**src/rtl/rom_burst_arbiter.sv**
```systemverilog
// Two-requester round-robin burst sequencer in front of a single synchronous ROM.
// Issues one address per cycle and tags the returning words with the owning requester.
module rom_burst_arbiter #(
  parameter int ADDR_W = 4,
  parameter int DATA_W = 8
) (
  input  logic              clk,
  input  logic              rst_n,
  input  logic              req0_i,
  input  logic              req1_i,
  input  logic [ADDR_W-1:0] start_addr0_i,
  input  logic [ADDR_W-1:0] start_addr1_i,
  input  logic [ADDR_W-1:0] len0_i,
  input  logic [ADDR_W-1:0] len1_i,
  output logic              ack0_o,
  output logic              ack1_o,
  output logic [ADDR_W-1:0] rom_addr_o,
  output logic              rom_enable_o,
  input  logic [DATA_W-1:0] rom_data_i,
  output logic [DATA_W-1:0] data_out_o,
  output logic              valid0_o,
  output logic              valid1_o,
  output logic              last_o,
  output logic              busy_o
);

  typedef enum logic [1:0] {
    IDLE  = 2'd0,
    ISSUE = 2'd1,
    DRAIN = 2'd2
  } state_e;

  localparam logic [ADDR_W-1:0] ZERO_C = {ADDR_W{1'b0}};
  localparam logic [ADDR_W-1:0] ONE_C  = {{(ADDR_W-1){1'b0}}, 1'b1};

  state_e            state_q, state_d;
  logic              owner_q, owner_d;
  logic              rr_last_q, rr_last_d;
  logic [ADDR_W-1:0] addr_q, addr_d;
  logic [ADDR_W-1:0] remain_q, remain_d;
  logic              ack0_q, ack0_d, ack1_q, ack1_d;
  logic              valid0_q, valid0_d, valid1_q, valid1_d;
  logic              last_q, last_d;
  logic              grant1_s;

  // On a tie the requester that did not win last time is served.
  assign grant1_s = req1_i & (~req0_i | ~rr_last_q);

  // State register.
  always_ff @(posedge clk or negedge rst_n) begin
    if (!rst_n) begin
      state_q <= IDLE;
    end else begin
      state_q <= state_d;
    end
  end

  // Burst bookkeeping and registered handshake/return-path flags.
  always_ff @(posedge clk or negedge rst_n) begin
    if (!rst_n) begin
      owner_q   <= 1'b0;
      rr_last_q <= 1'b1;
      addr_q    <= ZERO_C;
      remain_q  <= ZERO_C;
      ack0_q    <= 1'b0;
      ack1_q    <= 1'b0;
      valid0_q  <= 1'b0;
      valid1_q  <= 1'b0;
      last_q    <= 1'b0;
    end else begin
      owner_q   <= owner_d;
      rr_last_q <= rr_last_d;
      addr_q    <= addr_d;
      remain_q  <= remain_d;
      ack0_q    <= ack0_d;
      ack1_q    <= ack1_d;
      valid0_q  <= valid0_d;
      valid1_q  <= valid1_d;
      last_q    <= last_d;
    end
  end

  // Next-state and datapath update.
  always_comb begin
    state_d   = state_q;
    owner_d   = owner_q;
    rr_last_d = rr_last_q;
    addr_d    = addr_q;
    remain_d  = remain_q;
    ack0_d    = 1'b0;
    ack1_d    = 1'b0;
    valid0_d  = (state_q == ISSUE) && (owner_q == 1'b0);
    valid1_d  = (state_q == ISSUE) && (owner_q == 1'b1);
    last_d    = (state_q == ISSUE) && (remain_q == ZERO_C);
    case (state_q)
      IDLE: begin
        if (req0_i || req1_i) begin
          owner_d   = grant1_s;
          rr_last_d = grant1_s;
          addr_d    = grant1_s ? start_addr1_i : start_addr0_i;
          remain_d  = grant1_s ? len1_i : len0_i;
          ack0_d    = ~grant1_s;
          ack1_d    = grant1_s;
          state_d   = ISSUE;
        end else begin
          state_d = IDLE;
        end
      end
      ISSUE: begin
        if (remain_q == ZERO_C) begin
          state_d = DRAIN;
        end else begin
          addr_d   = addr_q + ONE_C;
          remain_d = remain_q - ONE_C;
        end
      end
      DRAIN: begin
        state_d = IDLE;
      end
      default: begin
        state_d = IDLE;
      end
    endcase
  end

  // ROM drive and status outputs decoded from the current state.
  always_comb begin
    rom_enable_o = 1'b0;
    rom_addr_o   = ZERO_C;
    busy_o       = 1'b0;
    case (state_q)
      IDLE: begin
        busy_o = 1'b0;
      end
      ISSUE: begin
        rom_enable_o = 1'b1;
        rom_addr_o   = addr_q;
        busy_o       = 1'b1;
      end
      DRAIN: begin
        busy_o = 1'b1;
      end
      default: begin
        busy_o = 1'b0;
      end
    endcase
  end

  assign ack0_o     = ack0_q;
  assign ack1_o     = ack1_q;
  assign valid0_o   = valid0_q;
  assign valid1_o   = valid1_q;
  assign last_o     = last_q;
  assign data_out_o = rom_data_i;

endmodule

```
**config.mk**
```make
export PLATFORM = sky130hd
export DESIGN_NAME = rom_burst_arbiter
export DESIGN_NICKNAME = d
export VERILOG_FILES = /design/src/rtl/rom_burst_arbiter.sv
export SDC_FILE = /design/constraint.sdc
export NUM_CORES = 1
export LEC_CHECK = 0
export ABC_AREA = 0
export CAP_MARGIN = 20
export CORE_MARGIN = 3
export CORE_UTILIZATION = 45
export CTS_CLUSTER_SIZE = 16
export DETAILED_ROUTE_END_ITERATION = 6
export PLACE_DENSITY = 0.85
export SYNTH_ARGS = -nofsm -noshare
export SYNTH_HDL_FRONTEND = slang
export SYNTH_SLANG_ARGS = --single-unit
```
**constraint.sdc**
```tcl
create_clock -name clk -period 3.56 [get_ports clk]
set_input_delay 1.068 -clock clk [delete_from_list [all_inputs] [get_ports clk]]
set_output_delay 1.068 -clock clk [all_outputs]
set_load 0.02 [all_outputs]
```
Word level (Yosys, flattened, before mapping)
Index checks and enable logic that the tools add are counted.

cells by class
  add/sub/neg operators = 2
  equal/unequal tests = 5
  mux-type cells = 18
  bitwise gates (word level) = 6
  reduce and logical (&&, ||, !) cells = 10

operators by type and width
  operator             count
  $mux 4               7
  $pmux 4 s2           2
  $mux 1               7
  $add 4x1->4 const B  1
  $logic_not 4->1      1
  $ne 2x2->1 const B   2
  $not 1->1            4
  $pmux 2 s2           1
  $sub 4x1->4 const B  1
  $logic_and 1x1->1    3
  $reduce_and 3->1     1
  $eq 2x1->1 const B   1
  $eq 2x2->1 const B   1
  $logic_not 2->1      1
  $mux 2               1
  $ne 2x1->1 const B   1
  $reduce_and 2->1     1
  $reduce_bool 2->1    1
  $reduce_or 2->1      1
  $and 1x1->1          1
  $logic_or 1x1->1     1
  $or 1x1->1           1

storage, ports and cells
  flip-flop bits (word level) = 17
  output and inout port bits = 19

Logic depth before layout (Yosys ltp)
  word-level depth = 6
  depth in mapped cells = 7
  depth with buffers taken out = 6

Least setup slack after synthesis
OpenSTA, ideal clock, no wires.

  path kind = reg2out
  start = reg state_q[1]
  end = out rom_addr_o[2]
  arrival time = 1,271 ps
  required time = 2,492 ps
  path slack = 1,221 ps
  stages on the path, launching flop included = 5
  cells stage by stage = dfrtp_1 inv_1 ha_1 clkbuf_2 and2_1

on the way
  cells in the longest elaborated chain, start to end = 2

ends and longest elaborated chain
  item                      RTL line  RTL
  start: declaration        36        state_e state_q, state_d;
  start signal: assignment  54        state_q <= state_d;
  $eq 2x1->1                131       case (state_q)
  $mux 4                    131
  end: declaration          17        output logic [ADDR_W-1:0] rom_addr_o,

Every way passes these cells.

Worst setup path after layout
Ends and elaborated chain as after synthesis.

==> results.sh <==
export IMPL_worst_ir_drop_vdd_v=0.0004916
export IMPL_worstPathBufferInverterCount=2
export IMPL_grt_pass1_wl_mm=4.084
export IMPL_grt_use_met2_pct=30.51
export IMPL_period_needed_ns=3.171
export IMPL_synth_seq_cells=17
export IMPL_cp_slowest_cell="clkdlybuf4s50_1"
export IMPL_ys_seq_area_share_pct=39.74
export IMPL_hpwl_mm=1.748
export IMPL_fin_hold_ws_ns=0.4613
export IMPL_r2r_end="remain_q[2]"
export IMPL_grt_use_total_pct=19.22
export IMPL_grt_start_max_net_pins=18
export IMPL_cts_sinks=17
export IMPL_grt_setup_unrepaired="no"
export IMPL_antenna_found_initial=0
export IMPL_finalMaxSlewViolations=0
export IMPL_synthArstFlopShare_pct=100.0
export IMPL_cts_reportedPaths_clkPinSlew_ns=0.11
export IMPL_reg2reg_from="state_q[1]"
export IMPL_fin_cells=159
export IMPL_hold_end="valid0_o"
export IMPL_status="completed"
export IMPL_endpoint_kind="output port"
export IMPL_netlist_area_leader_share_pct=37.30
export IMPL_path_class="flop to output port"
export IMPL_clockBufferDepth=2
export IMPL_synth_avg_cell_area_um2=9.849
export IMPL_tns_ns=0
export IMPL_synth_area_um2=1074
export IMPL_layout_worst_path_cycle_share_pct=89.08
export IMPL_cts_resized=0
export IMPL_io_pins=47
export IMPL_gp_congestion=0.8087
export IMPL_post_cts_buffers=0
export IMPL_slowest_delay_ns=0.62
export IMPL_htree_levels=1
export IMPL_startpoint_type="flop"
export IMPL_coreArea_um2=2233
export IMPL_area_growth_pct=25.17
export IMPL_min_path_cells=1
export IMPL_synth_ff_type="dfrtp_1"
export IMPL_die_y_um=54.84
export IMPL_tightest_slew_ns=0.7930
export IMPL_design_area_um2=1344
export IMPL_synthTopCellsByArea="dfrtp_1 (37%), buf_4 (6.3%), ha_1 (4.7%)"
export IMPL_ys_warn_count=0
export IMPL_syn_instance_count=109
export IMPL_min_path_type="flop to flop"
export IMPL_vias=894
export IMPL_ant_nets=0
export IMPL_drive_gt1_share_pct=12.21
export IMPL_grt_busiest_layer="met2"
export IMPL_cts_buffers=3
export IMPL_grtUsageMet1_pct=23.77
export IMPL_dr_pass1_iters=4
export IMPL_viasPerCell=5.623
export IMPL_cts_hold_fix_buffers=0
export IMPL_cts_tree="yes"
export IMPL_rows=17
export IMPL_wl_per_cell_um=15.07
export IMPL_fp_dieW_um=54.84
export IMPL_worstPathArrival_ns=2.10
export IMPL_crit_family="buffers and inverters"
export IMPL_cp_required_ns=2.49
export IMPL_fmax_mhz=315.3
export IMPL_clock_root_buffer="clkbuf_4"
export IMPL_p_leak_nw=0.5703
export IMPL_skew_ns=0.005994
export IMPL_synth_nets=141
export IMPL_worst_hold_startpoint="owner_q"
export IMPL_clk_insertion_delay_late_ns=0.30
export IMPL_dpl_instance_area_um2=1314
export IMPL_dieArea_um2=3007
export IMPL_setup_violations=0
export IMPL_cp_max_fo=13
export IMPL_yosysTopAreaCell="dfrtp_1"
export IMPL_synth_edff_count=0
export IMPL_fin_nets=164
export IMPL_grt_pass1_vias=939
export IMPL_drtIter0Drc=18
export IMPL_n_antenna_cell=0
export IMPL_crit_chain="inv_1, ha_1, and2_1, clkdlybuf4s50_1"
export IMPL_routed_wl_mm=2.396
export IMPL_reg2reg_depth=6
export IMPL_relSlewSlack_pct=46.97
export IMPL_overflow=0
export IMPL_synth_commonest_cells="dfrtp_1 (16), buf_4 (9), and2_1 (7), inv_1 (7), nor2_1 (7)"
export IMPL_ys_types=43
export IMPL_use_met3_pct=3.270
export IMPL_portBuffers=30
export IMPL_post_place_cells=155
export IMPL_initial_core_util_pct=48.07
export IMPL_yosysMostFrequentCell="dfrtp_1"
export IMPL_drc=0
export IMPL_cap_violations=0
export IMPL_finalPower_mw=1.142
export IMPL_hold_violations=0
export IMPL_power_density_nw_per_um2=850.1
export IMPL_rrSetupSlack_ns=1.55
-- layer usage --
layer / wire (um) / share of wire (%)
met2: 1274 / 53
met5: 0 / 0
met4: 51 / 2.1
met1: 968 / 40
met3: 102 / 4.3
-- state kept, by name, summed over array words and instances, names as in the netlist --
signal	count
valid1_o	1
owner_q	1
ack0_o	1
rr_last_q	1
ack1_o	1
state_q	2
remain_q	4
addr_q	4
valid0_o	1
last_o	1
-- stage by stage --
step	setup slack [ns]	util [%]
5_1_grt	0.2768	60.17
3_3_place_gp	0.8013	58.82
6_report	0.3888	60.17
4_1_cts	0.3984	60.17
3_5_place_dp	0.7568	58.82
2_1_floorplan	1.221	-
-- worst max path at each step --
stage,from,cells after the start,end,slack (ns)
floorplan,state_q[1],4,rom_addr_o[2],1.22
detailed placement,state_q[1],4,rom_addr_o[2],0.76
global placement,state_q[1],4,rom_addr_o[2],0.80
finish,state_q[1],4,rom_addr_o[2],0.39
CTS,state_q[1],4,rom_addr_o[2],0.40
global route,state_q[1],4,rom_addr_o[2],0.28
-- area by class of cell --
class	instances	area (um2)
fill	187	889.6
multi-input combinational	72	518.0
sequential	17	426.7
timing repair buffer	31	307.8
tap	28	35.03
inverter	7	26.28
clock buffer	3	22.52
clock inverter	1	7.507
-- placed cells by master (no fill, tap or decap), types with 2 or more instances in the layout --
| cell | Yosys | layout |
|---|---|---|
| a21oi_1 | 5 | 5 |
| nand2_1 | 6 | 6 |
| clkdlybuf4s50_1 | 0 | 30 |
| and2_1 | 7 | 7 |
| a211oi_1 | 3 | 3 |
| o22ai_1 | 4 | 4 |
| mux2_2 | 3 | 3 |
| clkbuf_4 | 1 | 3 |
| nand2b_1 | 2 | 2 |
| nor2_1 | 7 | 7 |
| dfrtp_1 | 16 | 16 |
| inv_1 | 7 | 7 |
| mux2i_1 | 3 | 3 |
| o21ai_0 | 2 | 2 |
| ha_1 | 4 | 4 |
| o21ai_2 | 2 | 2 |
-- cells by family after synthesis --
| kind of cell | synth area share (%) |
|---|---|
| DFF | 39.74 |
| AOI/OAI and AO/OA | 21.33 |
| muxes | 5.944 |
| buffers and inverters | 12.00 |
| and+or+nand+nor | 16.32 |
| adders and majority gates | 4.662 |
-- report_power, final --
group          total, mW  internal [mW]  switching (mW)
clock network      0.111         0.0428          0.0680
logic              0.671          0.315           0.356
registers          0.360          0.284          0.0766
No activity file was read; power rests on OpenSTA's default activity.
